==> src/rtl/ctrl_seq.sv <==
// Five-state (T0..T4) microcode sequencer for a small accumulator CPU.
// Turns the T-state and opcode into bus-drive, load and PC control strobes.
module ctrl_seq (
   input  logic       clk,
   input  logic       rst_n,
   input  logic       run,
   input  logic [3:0] opcode,
   input  logic       flag_c,
   input  logic       flag_z,
   output logic       pc_out,
   output logic       ram_out,
   output logic       ir_out,
   output logic       a_out,
   output logic       alu_out,
   output logic       mar_in,
   output logic       ir_in,
   output logic       a_in,
   output logic       b_in,
   output logic       ram_in,
   output logic       out_in,
   output logic       pc_en,
   output logic       pc_jmp,
   output logic       alu_sub,
   output logic [2:0] tstate,
   output logic       halted
);

   typedef enum logic [2:0] {
      StT0 = 3'd0,
      StT1 = 3'd1,
      StT2 = 3'd2,
      StT3 = 3'd3,
      StT4 = 3'd4
   } tstate_e;

   localparam logic [3:0] OpLda = 4'h1;
   localparam logic [3:0] OpAdd = 4'h2;
   localparam logic [3:0] OpSub = 4'h3;
   localparam logic [3:0] OpSta = 4'h4;
   localparam logic [3:0] OpLdi = 4'h5;
   localparam logic [3:0] OpJmp = 4'h6;
   localparam logic [3:0] OpJc  = 4'h7;
   localparam logic [3:0] OpJz  = 4'h8;
   localparam logic [3:0] OpOut = 4'hE;
   localparam logic [3:0] OpHlt = 4'hF;

   tstate_e r_state;
   tstate_e w_state_nxt;
   logic    r_halted;
   logic    w_halted_nxt;
   logic    w_active;

   // State register
   always_ff @(posedge clk or negedge rst_n) begin
      if (!rst_n) begin
         r_state  <= StT0;
         r_halted <= 1'b0;
      end else begin
         r_state  <= w_state_nxt;
         r_halted <= w_halted_nxt;
      end
   end

   // HLT freezes the counter at T2 on the edge that would have left it.
   always_comb begin
      w_state_nxt  = r_state;
      w_halted_nxt = r_halted;
      if (!r_halted && run) begin
         if (r_state == StT2 && opcode == OpHlt) begin
            w_halted_nxt = 1'b1;
         end else begin
            unique case (r_state)
               StT0:    w_state_nxt = StT1;
               StT1:    w_state_nxt = StT2;
               StT2:    w_state_nxt = StT3;
               StT3:    w_state_nxt = StT4;
               StT4:    w_state_nxt = StT0;
               default: w_state_nxt = StT0;
            endcase
         end
      end
   end

   assign w_active = run & ~r_halted;

   // Control decode
   always_comb begin
      pc_out  = 1'b0;
      ram_out = 1'b0;
      ir_out  = 1'b0;
      a_out   = 1'b0;
      alu_out = 1'b0;
      mar_in  = 1'b0;
      ir_in   = 1'b0;
      a_in    = 1'b0;
      b_in    = 1'b0;
      ram_in  = 1'b0;
      out_in  = 1'b0;
      pc_en   = 1'b0;
      pc_jmp  = 1'b0;
      alu_sub = 1'b0;
      if (w_active) begin
         unique case (r_state)
            StT0: begin
               pc_out = 1'b1;
               mar_in = 1'b1;
            end
            StT1: begin
               ram_out = 1'b1;
               ir_in   = 1'b1;
               pc_en   = 1'b1;
            end
            StT2: begin
               case (opcode)
                  OpLda, OpAdd, OpSub, OpSta: begin
                     ir_out = 1'b1;
                     mar_in = 1'b1;
                  end
                  OpLdi: begin
                     ir_out = 1'b1;
                     a_in   = 1'b1;
                  end
                  OpJmp: begin
                     ir_out = 1'b1;
                     pc_jmp = 1'b1;
                  end
                  OpJc: begin
                     ir_out = flag_c;
                     pc_jmp = flag_c;
                  end
                  OpJz: begin
                     ir_out = flag_z;
                     pc_jmp = flag_z;
                  end
                  OpOut: begin
                     a_out  = 1'b1;
                     out_in = 1'b1;
                  end
                  default: ;
               endcase
            end
            StT3: begin
               case (opcode)
                  OpLda: begin
                     ram_out = 1'b1;
                     a_in    = 1'b1;
                  end
                  OpAdd, OpSub: begin
                     ram_out = 1'b1;
                     b_in    = 1'b1;
                     alu_sub = (opcode == OpSub);
                  end
                  OpSta: begin
                     a_out  = 1'b1;
                     ram_in = 1'b1;
                  end
                  default: ;
               endcase
            end
            StT4: begin
               if (opcode == OpAdd || opcode == OpSub) begin
                  alu_out = 1'b1;
                  a_in    = 1'b1;
                  alu_sub = (opcode == OpSub);
               end
            end
            default: ;
         endcase
      end
   end

   assign tstate = r_state;
   assign halted = r_halted;

endmodule

==> config.mk <==
export PLATFORM = sky130hd
export DESIGN_NAME = ctrl_seq
export DESIGN_NICKNAME = d
export VERILOG_FILES = /design/src/rtl/ctrl_seq.sv
export SDC_FILE = /design/constraint.sdc
export NUM_CORES = 1
export LEC_CHECK = 0
export ABC_AREA = 1
export BUFFER_PORTS_ARGS = -buffer_cell sky130_fd_sc_hd__buf_2
export CAP_MARGIN = 20
export CORE_AREA = 2 2 39 41
export DETAILED_ROUTE_END_ITERATION = 10
export DIE_AREA = 0 0 41 43
export HOLD_SLACK_MARGIN = 0.05
export PLACE_DENSITY = 0.73
export SLEW_MARGIN = 20
export SYNTH_ARGS = -nofsm -noshare
export SYNTH_HDL_FRONTEND = slang
export SYNTH_SLANG_ARGS = --single-unit
==> constraint.sdc <==
create_clock -name clk -period 1.9 [get_ports clk]
set_clock_uncertainty 0.05 [all_clocks]
set_input_delay 0.38 -clock clk [delete_from_list [all_inputs] [get_ports clk]]
set_output_delay 0.38 -clock clk [all_outputs]
set_load 0.01 [all_outputs]
# Word level (Yosys, flattened, before mapping)
# Cells that the tools add are included.
[op_classes] n_reduce_logical=11 n_eq_ne=14 bitwise=3 mux=39
[op_table] operator="1-bit two-way mux" count=31
[op_table] operator="4-bit by 3-bit equality test with 1-bit output, second input constant" count=4
[op_table] operator="4-bit equality test, second input constant" count=3
[op_table] operator="3-bit case mux with 4 select lines" count=1
[op_table] operator="1-bit case mux with 3 select lines" count=3
[op_table] operator="4-bit by 2-bit equality test with 1-bit output, second input constant" count=2
[op_table] operator="1-bit case mux with 2 select lines" count=4
[op_table] operator="3-bit by 2-bit equality test with 1-bit output, second input constant" count=2
[op_table] operator="6-bit OR reduction" count=1
[op_table] operator="4-bit by 1-bit equality test with 1-bit output, second input constant" count=1
[op_table] operator="2-bit AND reduction" count=2
[op_table] operator="4-bit OR reduction" count=1
[op_table] operator="3-bit by 1-bit equality test with 1-bit output, second input constant" count=1
[op_table] operator="3-bit equality test, second input constant" count=1
[op_table] operator="3-bit logical NOT" count=1
[op_table] operator="3-bit OR reduction" count=1
[op_table] operator="1-bit logical AND" count=2
[op_table] operator="1-bit inverter" count=2
[op_table] operator="2-bit OR reduction" count=1
[op_table] operator="1-bit AND" count=1
[op_table] operator="1-bit logical NOT" count=1
[op_table] operator="1-bit logical OR" count=1
[word_totals] wordCells=69 inputBits=9 regBits=4

# Logic depth before layout (Yosys ltp)
[logic_depth] ltp_word=5 ltp_mapped=8

# Least setup slack after synthesis
# Ideal clock, no wire load.
[synth_timing] kind="register to output" from="register r_state[0], in the netlist tstate[0]" to="output pc_en" n_path_buf=1 required_time_ns=1.470 t_arrival_ns=1.122 path_slack_ns=0.348 stages_incl_launch_ff=6 cell_sequence="dfrtp_1 > inv_2 > nor2_2 > nand2_1 > nor2_1 > buf_4"
[synth_between] elab_chain_len=3
[synth_lines] element="start: declaration" line_no="47" source="tstate_e r_state;"
[synth_lines] element="start signal: assignment" line_no="56" source="r_state <= StT0;"
[synth_lines] element="start signal: assignment" line_no="59" source="r_state <= w_state_nxt;"
[synth_lines] element="3-bit by 1-bit equality test with 1-bit output"
[synth_lines] element="1-bit two-way mux (2 in a row)"
[synth_lines] element="end: declaration" line_no="21" source="output logic pc_en,"
# Every way passes these cells.

# Worst setup path in the final report
[layout_timing] from="register r_state[2], in the netlist tstate[2]" to="output a_out"
[layout_between] elab_chain_len=3
[layout_lines] element="3-bit by 2-bit equality test with 1-bit output" line_no="103" source="unique case (r_state)"
[layout_lines] element="1-bit case mux with 2 select lines (*)" line_no="103"
[layout_lines] element="1-bit two-way mux (*)" line_no="102" source="if (w_active) begin"
[layout_lines] element="end: declaration" line_no="13" source="output logic a_out,"
# Every way passes the cells marked *; elsewhere a longest branch is shown, timed or not.

==> flow_metrics.py <==
metrics = {
    "clock_network": {
        "numCtsBuffers": 3,
        "cts_sinks": 4,
        "clkTransAtPathRegs_ns": 0.04,
        "cts_root_buf": "clkbuf_4",
        "htree_levels": 1,
        "cts_buffer_depth": 2,
        "clock_latency_ns": 0.24,
        "cts_tree": "built",
    },
    "logic_synthesis": {
        "synthCells": 91,
        "synth.distinct_cells": 21,
        "synth_area_leaders": "dfrtp_1 (18%), nand2_1 (17%), inv_1 (9.6%)",
        "synthesis.area_um2": 546,
        "yosys.area_share.simple_pct": 57.8,
        "ys_seq_area_share_pct": 18.3,
        "yosysTopAreaCell": "dfrtp_1",
        "avgSynthCellArea_um2": 5.99,
        "syn_nets": 100,
        "ys_seq_elements": 4,
        "synth_xor_area_share_pct": 0,
        "synth_compound_area_share_pct": 7.34,
        "synth_top_family_by_area": "simple AND/OR/NAND/NOR gates",
        "ys_warn_count": 0,
        "yosysTopAreaCellShare_pct": 18.3,
        "synth.area.mux_share_pct": 0,
        "synthAdderAreaFrac_pct": 0,
    },
    "routing": {
        "drcViolationCount": 0,
        "drt_iter0_drc": 8,
        "ant_nets": 0,
        "dr_total_vias": 683,
        "avgViaCountPerCell": 4.74,
        "wl_per_cell_um": 9.60,
        "first_pass_iters": 4,
        "totalWireLength_um": 1380,
    },
    "timing": {
        "hold_violations": 0,
        "final.setup.tns_ns": 0,
        "setup_viol": 0,
        "setup_ws_ns": 0.114,
        "slew_headroom_pct": 76.6,
        "fmax_ghz": 0.560,
        "rsz0062_at_grt": "no",
        "min_period_ns": 1.79,
        "worst_slew_pin_slew_ns": 0.347,
        "finalCritPeriodShare_pct": 94.0,
        "drv_slew": 0,
    },
    "cells_and_area": {
        "layout_common_cells": "buf_2 (26), nand2_1 (25), inv_1 (14)",
        "area_growth_pct": 43.1,
        "stdcell_count": 144,
        "final_area_um2": 781,
        "drive_gt1_share_pct": 46.1,
        "final_common_cell": "buf_2",
        "num_antenna_cells": 0,
        "fillers": 147,
        "finalNetCount": 139,
    },
    "place": {
        "hpwl_um": 1090,
        "portBuffers": 26,
        "place.gp.congestion": 0.801,
        "dp_slack_ns": 0.236,
        "post_dp_cell_area_um2": 669,
        "dp.cells": 130,
    },
    "floorplanning": {
        "fp.dieH_um": 43,
        "start_util_pct": 39.4,
        "boundaryPins": 27,
        "die_w_um": 41,
        "placementRows": 14,
        "dieArea_um2": 1760,
        "core_area_um2": 1380,
    },
    "grt": {
        "antenna_found_initial": 0,
        "gr-total-overflow": 0,
        "grt_start_max_net_pins": 11,
        "grt.total_usage_pct": 17.4,
        "grt_pass1_wl_um": 2170,
        "grt_pass1_vias": 557,
    },
    "critical_path": {
        "arrival_ns": 1.36,
        "path_class": "reg2out",
        "cp-start-kind": "flip-flop",
        "critPathCaptureType": "output port",
        "crit_fanout": 6,
        "required_ns": 1.47,
    },
    "power": {
        "p_leak_uw": 0.000492,
        "power_uw": 852,
        "power_density_nw_per_um2": 1090,
        "peakVddDrop_uv": 351,
    },
    "outcome": {
        "status": "finished clean",
    },
    "worst_hold_path": {
        "hp-class": "in2reg",
    },
    "job": {
        "maxCapViolCount": 0,
    },
}
==> synth_stat cells <==
library cell and count:
nand3_1 9, o21ai_2 2, nand2_2 4, o21bai_1 1, nor2_4 3, buf_4 2, nor3_2 1, nor3_1 1
nor2_8 1, inv_1 14, buf_6 1, nand3_2 1, a21oi_1 1, nor4_1 1, nand2_1 25, nor2_1 11
nand4_1 2, o21ai_0 2, inv_2 3, nor2_2 2, dfrtp_1 4
==> cell type report <==
class	count	area (um^2)	area share (%)
Sequential cell	4	104	13.3
Tap cell	16	20.0	2.56
Inverter	17	63.8	8.17
Clock buffer	3	22.5	2.88
Multi-Input combinational cell	67	355	45.5
Timing Repair Buffer	37	215	27.6
==> path summary, 6_finish.rpt <==
path                                  startpoint  cells past startpoint               endpoint  slack (ns)
hold / removal                               run                      3     halted$_DFFE_PN0P_        0.40
setup / recovery           tstate[2]$_DFFE_PN0P_                      6                  a_out        0.11
max in group asynchronous                  rst_n                      2  tstate[0]$_DFFE_PN0P_        1.23
hold reg to reg            tstate[0]$_DFFE_PN0P_                      2  tstate[0]$_DFFE_PN0P_        0.54
setup reg to reg           tstate[2]$_DFFE_PN0P_                      6  tstate[0]$_DFFE_PN0P_        0.75
min in group asynchronous                  rst_n                      2  tstate[1]$_DFFE_PN0P_        0.44
==> where the power goes <==
| part | internal, uW | switching (uW) |
|---|---|---|
| clock | 70.6 | 34.8 |
| combinational | 251 | 280 |
| sequential | 128 | 87.8 |
==> sequential cells by signal, summed over array words and instances (netlist names) <==
signal  flops
tstate      3
halted      1
==> per-stage QoR <==
step	hold slack [ns]	util, %
CTS	0.399	50.8
detailed placement	0.137	48.4
finish	0.397	56.4
global route	0.441	56.4
global placement	0.134	48.4
floorplan	0.0344	-
==> repair_timing <==
action,4_1_cts,5_1_grt
gates resized for setup,1,2
cloned,0,0
setup buffers,0,10
hold buffers,1,0
endpoints found under the hold margin,4,0
endpoints found under the setup margin,3,8
pin swaps,0,2
==> per-layer routing <==
metal | global-route usage, % | wire length [um] | vias up
met1 | 22.5 | 586 | 291
met3 | 0.524 | 100 | 4
met5 | 0 | 0 | -
met4 | 10.0 | 18 | 0
met2 | 27.2 | 677 | 29
li1 | - | - | 359
==> kinds of logic after synthesis <==
logic type,count (synthesis)
compound gates,6
flops,4
buf+inv,20
simple gates,61
==> worst max-delay path, stage by stage, from the launching register on <==
cell and delay [ns]:
dfrtp_2 0.45, nor2_4 0.13, nand2_2 0.07, nor2_4 0.13
nand2_2 0.08, o21ai_2 0.10, buf_2 0.14
Note: power is estimated with default switching activity, not from simulation.
